### src/rtl/mc_pkg.sv
// Shared types and encodings for the multi-cycle MIPS main controller.
// The optional JUMP path is enabled with MULTICYCLE_CONTROL_JUMP_EN.
package mc_pkg;

  typedef enum logic [3:0] {
    IDLE      = 4'd0,
    FETCH     = 4'd1,
    DECODE    = 4'd2,
    MEM_ADDR  = 4'd3,
    MEM_READ  = 4'd4,
    MEM_WB    = 4'd5,
    MEM_WRITE = 4'd6,
    EXECUTE   = 4'd7,
    ALU_WB    = 4'd8,
    BRANCH    = 4'd9,
    ADDI_EXEC = 4'd10,
    ADDI_WB   = 4'd11,
    JUMP      = 4'd12,
    TRAP      = 4'd13
  } state_e;

  localparam logic [5:0] OP_RTYPE = 6'd0;
  localparam logic [5:0] OP_J     = 6'd2;
  localparam logic [5:0] OP_BEQ   = 6'd4;
  localparam logic [5:0] OP_ADDI  = 6'd8;
  localparam logic [5:0] OP_LW    = 6'd35;
  localparam logic [5:0] OP_SW    = 6'd43;

  localparam logic [1:0] ALU_ADD   = 2'b00;
  localparam logic [1:0] ALU_SUB   = 2'b01;
  localparam logic [1:0] ALU_FUNCT = 2'b10;

  localparam logic [1:0] SRC_B_REG     = 2'b00;
  localparam logic [1:0] SRC_B_FOUR    = 2'b01;
  localparam logic [1:0] SRC_B_IMM     = 2'b10;
  localparam logic [1:0] SRC_B_IMM_SH2 = 2'b11;

  localparam logic [1:0] PC_SRC_ALU    = 2'b00;
  localparam logic [1:0] PC_SRC_ALUOUT = 2'b01;
  localparam logic [1:0] PC_SRC_JUMP   = 2'b10;

  // An instruction retires when control returns to FETCH from any state other
  // than FETCH itself (stall) or IDLE (start-up).
  function automatic logic retire_edge(input state_e cur, input state_e nxt);
    logic r;
    r = 1'b0;
    if ((nxt == FETCH) && (cur != FETCH) && (cur != IDLE)) begin
      r = 1'b1;
    end else begin
      r = 1'b0;
    end
    return r;
  endfunction

endpackage

### src/rtl/mc_out_decode.sv
// Moore decode of controller state into datapath selects and enables.
// JUMP outputs exist only when MULTICYCLE_CONTROL_JUMP_EN is defined.
module mc_out_decode
  import mc_pkg::*;
(
  input  logic [3:0] state_i,
  input  logic       mem_ready_i,
  output logic       pc_write_o,
  output logic       pc_write_cond_o,
  output logic       i_or_d_o,
  output logic       mem_read_o,
  output logic       mem_write_o,
  output logic       ir_write_o,
  output logic       mem_to_reg_o,
  output logic       reg_dst_o,
  output logic       reg_write_o,
  output logic       alu_src_a_o,
  output logic [1:0] alu_src_b_o,
  output logic [1:0] alu_op_o,
  output logic [1:0] pc_source_o,
  output logic       trap_o
);

  state_e state_s;
  assign state_s = state_e'(state_i);

  // Control outputs per state; only FETCH looks at mem_ready.
  always_comb begin
    pc_write_o      = 1'b0;
    pc_write_cond_o = 1'b0;
    i_or_d_o        = 1'b0;
    mem_read_o      = 1'b0;
    mem_write_o     = 1'b0;
    ir_write_o      = 1'b0;
    mem_to_reg_o    = 1'b0;
    reg_dst_o       = 1'b0;
    reg_write_o     = 1'b0;
    alu_src_a_o     = 1'b0;
    alu_src_b_o     = SRC_B_REG;
    alu_op_o        = ALU_ADD;
    pc_source_o     = PC_SRC_ALU;
    trap_o          = 1'b0;
    case (state_s)
      IDLE: begin
        mem_read_o = 1'b0;
      end
      FETCH: begin
        mem_read_o  = 1'b1;
        i_or_d_o    = 1'b0;
        alu_src_a_o = 1'b0;
        alu_src_b_o = SRC_B_FOUR;
        alu_op_o    = ALU_ADD;
        pc_source_o = PC_SRC_ALU;
        ir_write_o  = mem_ready_i;
        pc_write_o  = mem_ready_i;
      end
      DECODE: begin
        alu_src_a_o = 1'b0;
        alu_src_b_o = SRC_B_IMM_SH2;
        alu_op_o    = ALU_ADD;
      end
      MEM_ADDR: begin
        alu_src_a_o = 1'b1;
        alu_src_b_o = SRC_B_IMM;
        alu_op_o    = ALU_ADD;
      end
      MEM_READ: begin
        mem_read_o = 1'b1;
        i_or_d_o   = 1'b1;
      end
      MEM_WB: begin
        reg_dst_o    = 1'b0;
        mem_to_reg_o = 1'b1;
        reg_write_o  = 1'b1;
      end
      MEM_WRITE: begin
        mem_write_o = 1'b1;
        i_or_d_o    = 1'b1;
      end
      EXECUTE: begin
        alu_src_a_o = 1'b1;
        alu_src_b_o = SRC_B_REG;
        alu_op_o    = ALU_FUNCT;
      end
      ALU_WB: begin
        reg_dst_o   = 1'b1;
        reg_write_o = 1'b1;
      end
      BRANCH: begin
        alu_src_a_o     = 1'b1;
        alu_src_b_o     = SRC_B_REG;
        alu_op_o        = ALU_SUB;
        pc_write_cond_o = 1'b1;
        pc_source_o     = PC_SRC_ALUOUT;
      end
      ADDI_EXEC: begin
        alu_src_a_o = 1'b1;
        alu_src_b_o = SRC_B_IMM;
        alu_op_o    = ALU_ADD;
      end
      ADDI_WB: begin
        reg_dst_o   = 1'b0;
        reg_write_o = 1'b1;
      end
`ifdef MULTICYCLE_CONTROL_JUMP_EN
      JUMP: begin
        pc_write_o  = 1'b1;
        pc_source_o = PC_SRC_JUMP;
      end
`endif
      TRAP: begin
        trap_o = 1'b1;
      end
      default: begin
        trap_o = 1'b0;
      end
    endcase
  end

endmodule

### src/rtl/multicycle_control.sv
// Multi-cycle MIPS main controller: state register, next-state logic and
// retired-instruction counter. Define MULTICYCLE_CONTROL_JUMP_EN to support j.
module multicycle_control
  import mc_pkg::*;
#(
  parameter int OP_W  = 6,
  parameter int CNT_W = 32
) (
  input  logic             clk,
  input  logic             rst_n,
  input  logic [OP_W-1:0]  opcode,
  input  logic             mem_ready,
  output logic             pc_write,
  output logic             pc_write_cond,
  output logic             i_or_d,
  output logic             mem_read,
  output logic             mem_write,
  output logic             ir_write,
  output logic             mem_to_reg,
  output logic             reg_dst,
  output logic             reg_write,
  output logic             alu_src_a,
  output logic [1:0]       alu_src_b,
  output logic [1:0]       alu_op,
  output logic [1:0]       pc_source,
  output logic             trap,
  output logic [CNT_W-1:0] retired
);

  state_e             state_q;
  state_e             state_d;
  logic [CNT_W-1:0]   retired_q;
  logic [CNT_W-1:0]   retired_d;
  logic               retire_s;

  // Next-state sequencing; undefined encodings fall into TRAP.
  always_comb begin
    state_d = state_q;
    case (state_q)
      IDLE: begin
        state_d = FETCH;
      end
      FETCH: begin
        if (mem_ready) begin
          state_d = DECODE;
        end else begin
          state_d = FETCH;
        end
      end
      DECODE: begin
        case (opcode)
          OP_W'(OP_LW), OP_W'(OP_SW): state_d = MEM_ADDR;
          OP_W'(OP_RTYPE):            state_d = EXECUTE;
          OP_W'(OP_BEQ):              state_d = BRANCH;
          OP_W'(OP_ADDI):             state_d = ADDI_EXEC;
`ifdef MULTICYCLE_CONTROL_JUMP_EN
          OP_W'(OP_J):                state_d = JUMP;
`endif
          default:                    state_d = TRAP;
        endcase
      end
      MEM_ADDR: begin
        if (opcode == OP_W'(OP_LW)) begin
          state_d = MEM_READ;
        end else begin
          state_d = MEM_WRITE;
        end
      end
      MEM_READ: begin
        if (mem_ready) begin
          state_d = MEM_WB;
        end else begin
          state_d = MEM_READ;
        end
      end
      MEM_WRITE: begin
        if (mem_ready) begin
          state_d = FETCH;
        end else begin
          state_d = MEM_WRITE;
        end
      end
      EXECUTE:   state_d = ALU_WB;
      ADDI_EXEC: state_d = ADDI_WB;
      MEM_WB, ALU_WB, BRANCH, ADDI_WB: begin
        state_d = FETCH;
      end
`ifdef MULTICYCLE_CONTROL_JUMP_EN
      JUMP:      state_d = FETCH;
`endif
      TRAP:      state_d = TRAP;
      default:   state_d = TRAP;
    endcase
  end

  // Retire counter advances on every completing return to FETCH.
  always_comb begin
    retire_s = retire_edge(state_q, state_d);
    if (retire_s) begin
      retired_d = retired_q + CNT_W'(1);
    end else begin
      retired_d = retired_q;
    end
  end

  // State and counter registers.
  always_ff @(posedge clk or negedge rst_n) begin
    if (!rst_n) begin
      state_q   <= IDLE;
      retired_q <= '0;
    end else begin
      state_q   <= state_d;
      retired_q <= retired_d;
    end
  end

  assign retired = retired_q;

  mc_out_decode u_out_decode (
    .state_i         (state_q),
    .mem_ready_i     (mem_ready),
    .pc_write_o      (pc_write),
    .pc_write_cond_o (pc_write_cond),
    .i_or_d_o        (i_or_d),
    .mem_read_o      (mem_read),
    .mem_write_o     (mem_write),
    .ir_write_o      (ir_write),
    .mem_to_reg_o    (mem_to_reg),
    .reg_dst_o       (reg_dst),
    .reg_write_o     (reg_write),
    .alu_src_a_o     (alu_src_a),
    .alu_src_b_o     (alu_src_b),
    .alu_op_o        (alu_op),
    .pc_source_o     (pc_source),
    .trap_o          (trap)
  );

endmodule

### config.mk
export PLATFORM = sky130hd
export DESIGN_NAME = multicycle_control
export DESIGN_NICKNAME = d
export VERILOG_FILES = /design/src/rtl/mc_pkg.sv /design/src/rtl/mc_out_decode.sv /design/src/rtl/multicycle_control.sv
export SDC_FILE = /design/constraint.sdc
export NUM_CORES = 1
export LEC_CHECK = 0
export BUFFER_PORTS_ARGS = -buffer_cell sky130_fd_sc_hd__buf_2
export CELL_PAD_IN_SITES_DETAIL_PLACEMENT = 0
export CELL_PAD_IN_SITES_GLOBAL_PLACEMENT = 1
export CORE_AREA = 2 2 79 81
export DETAILED_ROUTE_END_ITERATION = 7
export DIE_AREA = 0 0 81 83
export GPL_TIMING_DRIVEN = 0
export MAX_ROUTING_LAYER = met4
export PLACE_DENSITY_LB_ADDON = 0.3
export SLEW_MARGIN = 20
export SYNTH_ARGS = -nofsm -noshare
export SYNTH_HDL_FRONTEND = slang
export SYNTH_SLANG_ARGS = --single-unit
export TNS_END_PERCENT = 10
### constraint.sdc
create_clock -name clk -period 2 [get_ports clk]
set_input_delay 0.4 -clock clk [delete_from_list [all_inputs] [get_ports clk]]
set_output_delay 0.4 -clock clk [all_outputs]
set_load 0.005 [all_outputs]
==> tab_implementation.tex <==
\begin{tabular}{lr}
\hline
Metric & Value \\
\hline
\multicolumn{2}{l}{\textbf{Clock network}} \\
\# hold bufs at CTS & 0 \\
Later-pin clock latency in the skew report & just under 300 ps \\
Inserted Clock Buffers & 5 \\
CTS HTree Levels & 2 \\
TritonCTS clock tree & done \\
Clock input transition at the sequential cells of the worst setup and hold paths & around 70 ps \\
CTS Buffer Depth & 2 \\
Root Buffer & clkbuf\_8 \\
Sink Count & 36 \\
\multicolumn{2}{l}{\textbf{Synthesis}} \\
Number of instances in the synthesized netlist & 242 \\
Top\_reg\_cell synth & dfrtp\_1 \\
Synth Area per Inst & 9.193 um2 \\
Number of synthesized register bits & 36 \\
Sequential fraction of the synthesis area & 40.49\% \\
Distinct cells, synth & 46 \\
Syn nets & 252 \\
Share of synthesized registers carrying an async set or reset & 100.0\% \\
Synthesis Warnings & 0 \\
Summed instance area of the synthesized netlist & 2225 um2 \\
Number of enable flip-flop cells after synthesis & 0 \\
\multicolumn{2}{l}{\textbf{Critical path}} \\
Critical path fanouts, max & 10 \\
Startpoint Class & flip-flop \\
Worst Path Arrival & 1540 ps \\
Crit. End Element & primary output \\
CP Data Required Time & roughly 1600 ps \\
Depth of the worst register-to-register path & 7 \\
Critical path start-end classification & flip-flop to primary output \\
\multicolumn{2}{l}{\textbf{Placed design}} \\
Number of buffers added on ports & 56 \\
Placer Congestion & around 0.74 \\
Worst slack at placement & -124.8 ps \\
Half-perimeter wire length after placement & 3906 um \\
Placed standard-cell area & 2599 um2 \\
\multicolumn{2}{l}{\textbf{Global route}} \\
Pin count of the biggest net entering global routing & 37 \\
GR Overflow Total & 0 \\
Overall Global Routing Usage & 17.92\% \\
Antenna violations before repair & 0 \\
Vias in the first global route & 1,876 \\
Global-route wire length before repair & between 9000 and 10,000 um \\
\multicolumn{2}{l}{\textbf{Finish}} \\
Share of final-layout standard cells stronger than drive strength 1 & approximately a third \\
Area growth syn-to-layout & 27.39\% \\
Post-layout instance area & 2834 um2 \\
Number of antenna repair diodes & 0 \\
Nets & approximately 320 \\
Most frequent standard cell in the layout excluding fill and tap cells & buf\_2 \\
Commonest cells after routing, fill and taps aside & buf\_2 (58), dfrtp\_1 (35), xor2\_1 (29) \\
\multicolumn{2}{l}{\textbf{Routing}} \\
\# DRC & 0 \\
Avg Vias per Cell & 5.304 \\
Drt pass-1 iters & 5 \\
Number of nets with antenna violations after routing & 0 \\
Routed wire length & 5587 um \\
Initial DRC Count & 103 \\
Average wire per standard cell & 14.66 um \\
Vias after detailed routing & 2,021 \\
\multicolumn{2}{l}{\textbf{Timing}} \\
Total setup violations reported at the end of the flow & 0 \\
Clock Skews & 9.730 ps \\
Worst Max-Slew Pin Slew & 814.5 ps \\
Period utilisation layout & 96.92\% \\
Maximum achievable frequency & 0.5159 GHz \\
Number of failing hold endpoints at the final stage & 0 \\
Post-route minimum period & 1938 ps \\
RSZ-0062 raised after global routing & true \\
Final Max Slew Viols & 0 \\
Max-slew headroom at the worst pin & 45.70\% \\
Final setup margin & 61.58 ps \\
\multicolumn{2}{l}{\textbf{Power and ir drop}} \\
Max VDD drop & 565.3 uV \\
Power per standard cell area & 1046 nW/um2 \\
Leakage power & 0.001452 uW \\
\multicolumn{2}{l}{\textbf{Floorplan}} \\
Die area & 6723 um2 \\
Core Footprint & 5816 um2 \\
Chip Width & 81 um \\
Row count & 28 \\
Y dimension of the die & 83 um \\
Initial Util & 38.25\% \\
Top-level port count & just under 60 \\
\multicolumn{2}{l}{\textbf{Status}} \\
Run status & completed \\
\multicolumn{2}{l}{\textbf{Hold path}} \\
Tightest Hold Check Type & input port to async pin \\
\multicolumn{2}{l}{\textbf{Run}} \\
Max-capacitance violation count & 0 \\
\hline
\end{tabular}
registers in the layout (all words and copies together), names as in the netlist:
signal,cells
state_q,4
retired,32
power by group:
group	switching [uW]	internal (uW)	total, uW
Sequential	99.7	819	919
Clock	262	281	543
Combinational	872	630	1500
synthesized netlist by cell type, drive strengths merged, types with 2 or more instances:
master / n / area share [%]
dfrtp: 36 / 40
nor3b: 2 / 0.67
mux2i: 2 / 0.90
nand4: 16 / 4.5
inv: 5 / 0.84
a21oi: 4 / 0.90
clkbuf: 4 / 0.67
o21ai: 4 / 0.90
nand2b: 9 / 2.5
nor4: 6 / 3.0
and3: 6 / 1.7
xor2: 29 / 11
o2111ai: 2 / 1.1
buf: 16 / 4.8
nor3: 31 / 7.0
xnor2: 3 / 1.2
nor2b: 4 / 1.1
a21boi: 2 / 0.68
nor2: 14 / 2.4
nand3: 10 / 2.2
nand2: 18 / 3.0
worst paths after layout:
| path | startpoint | end | slack, ps |
|---|---|---|---|
| max | state_q[0] | reg_write | 60 |
| min | rst_n | retired[22] | 200 |
| max reg2reg | state_q[1] | retired[24] | 90 |
| min in group clk | retired[31] | retired[31] | 470 |
| min reg2reg | retired[31] | retired[31] | 470 |
| max in group asynchronous | rst_n | state_q[2] | 1230 |
cells by family (layout without fill, tap and decap cells):
logic type	after synthesis	count (layout)	share of synthesized area, %
buf+inv	25	89	6.299
fa+ha+maj	1	1	0.5623
other cells	1	1	0.1686
xor+xnor	32	32	12.60
compound gates	21	21	7.313
mux	3	3	1.406
simple gates	123	123	31.16
flops	36	36	40.49
layout make-up:
type | count | area (um2)
Buffer | 19 | 151.4
Clock buffer | 8 | 90.09
Inverter | 5 | 18.77
Timing Repair Buffer | 57 | 287.8
Sequential cell | 36 | 902.1
Multi-Input combinational cell | 181 | 1290
Fill cell | 603 | 2982
Tap cell | 75 | 93.84
through the flow:
stage	hold WS, ps	utilization (%)	power (uW)	std cells	TNS, ps
2_1_floorplan	104.4	-	1819	242	0
3_3_place_gp	455.1	44.69	2230	373	-3194
3_5_place_dp	452.7	44.69	2239	373	-2365
4_1_cts	233.0	46.84	2836	381	0
5_1_grt	272.5	48.73	3182	381	-58.79
6_report	197.9	48.73	2963	381	0
worst max-delay path: stages (launching register included):
cell and delay, ps:
dfrtp_1 380, buf_6 140, clkbuf_1 340, nor3_2 110, a21o_1 170, buf_2 120
layer usage:
| layer | vias up | global-route usage [%] | share of wire [%] |
|---|---|---|---|
| met3 | 6 | 3.804 | 5.4 |
| met4 | 0 | 4.006 | 0.84 |
| li1 | 983 | - | - |
| met2 | 54 | 25.02 | 44 |
| met5 | - | - | 0 |
| met1 | 978 | 26.63 | 50 |
repair_timing:
action                                  4_1_cts  5_1_grt
pin swaps                                     0        2
endpoints found under the setup margin       17       37
resized for setup                            11       29
setup buffers                                 0        1
(Power assumes the default switching activity.)
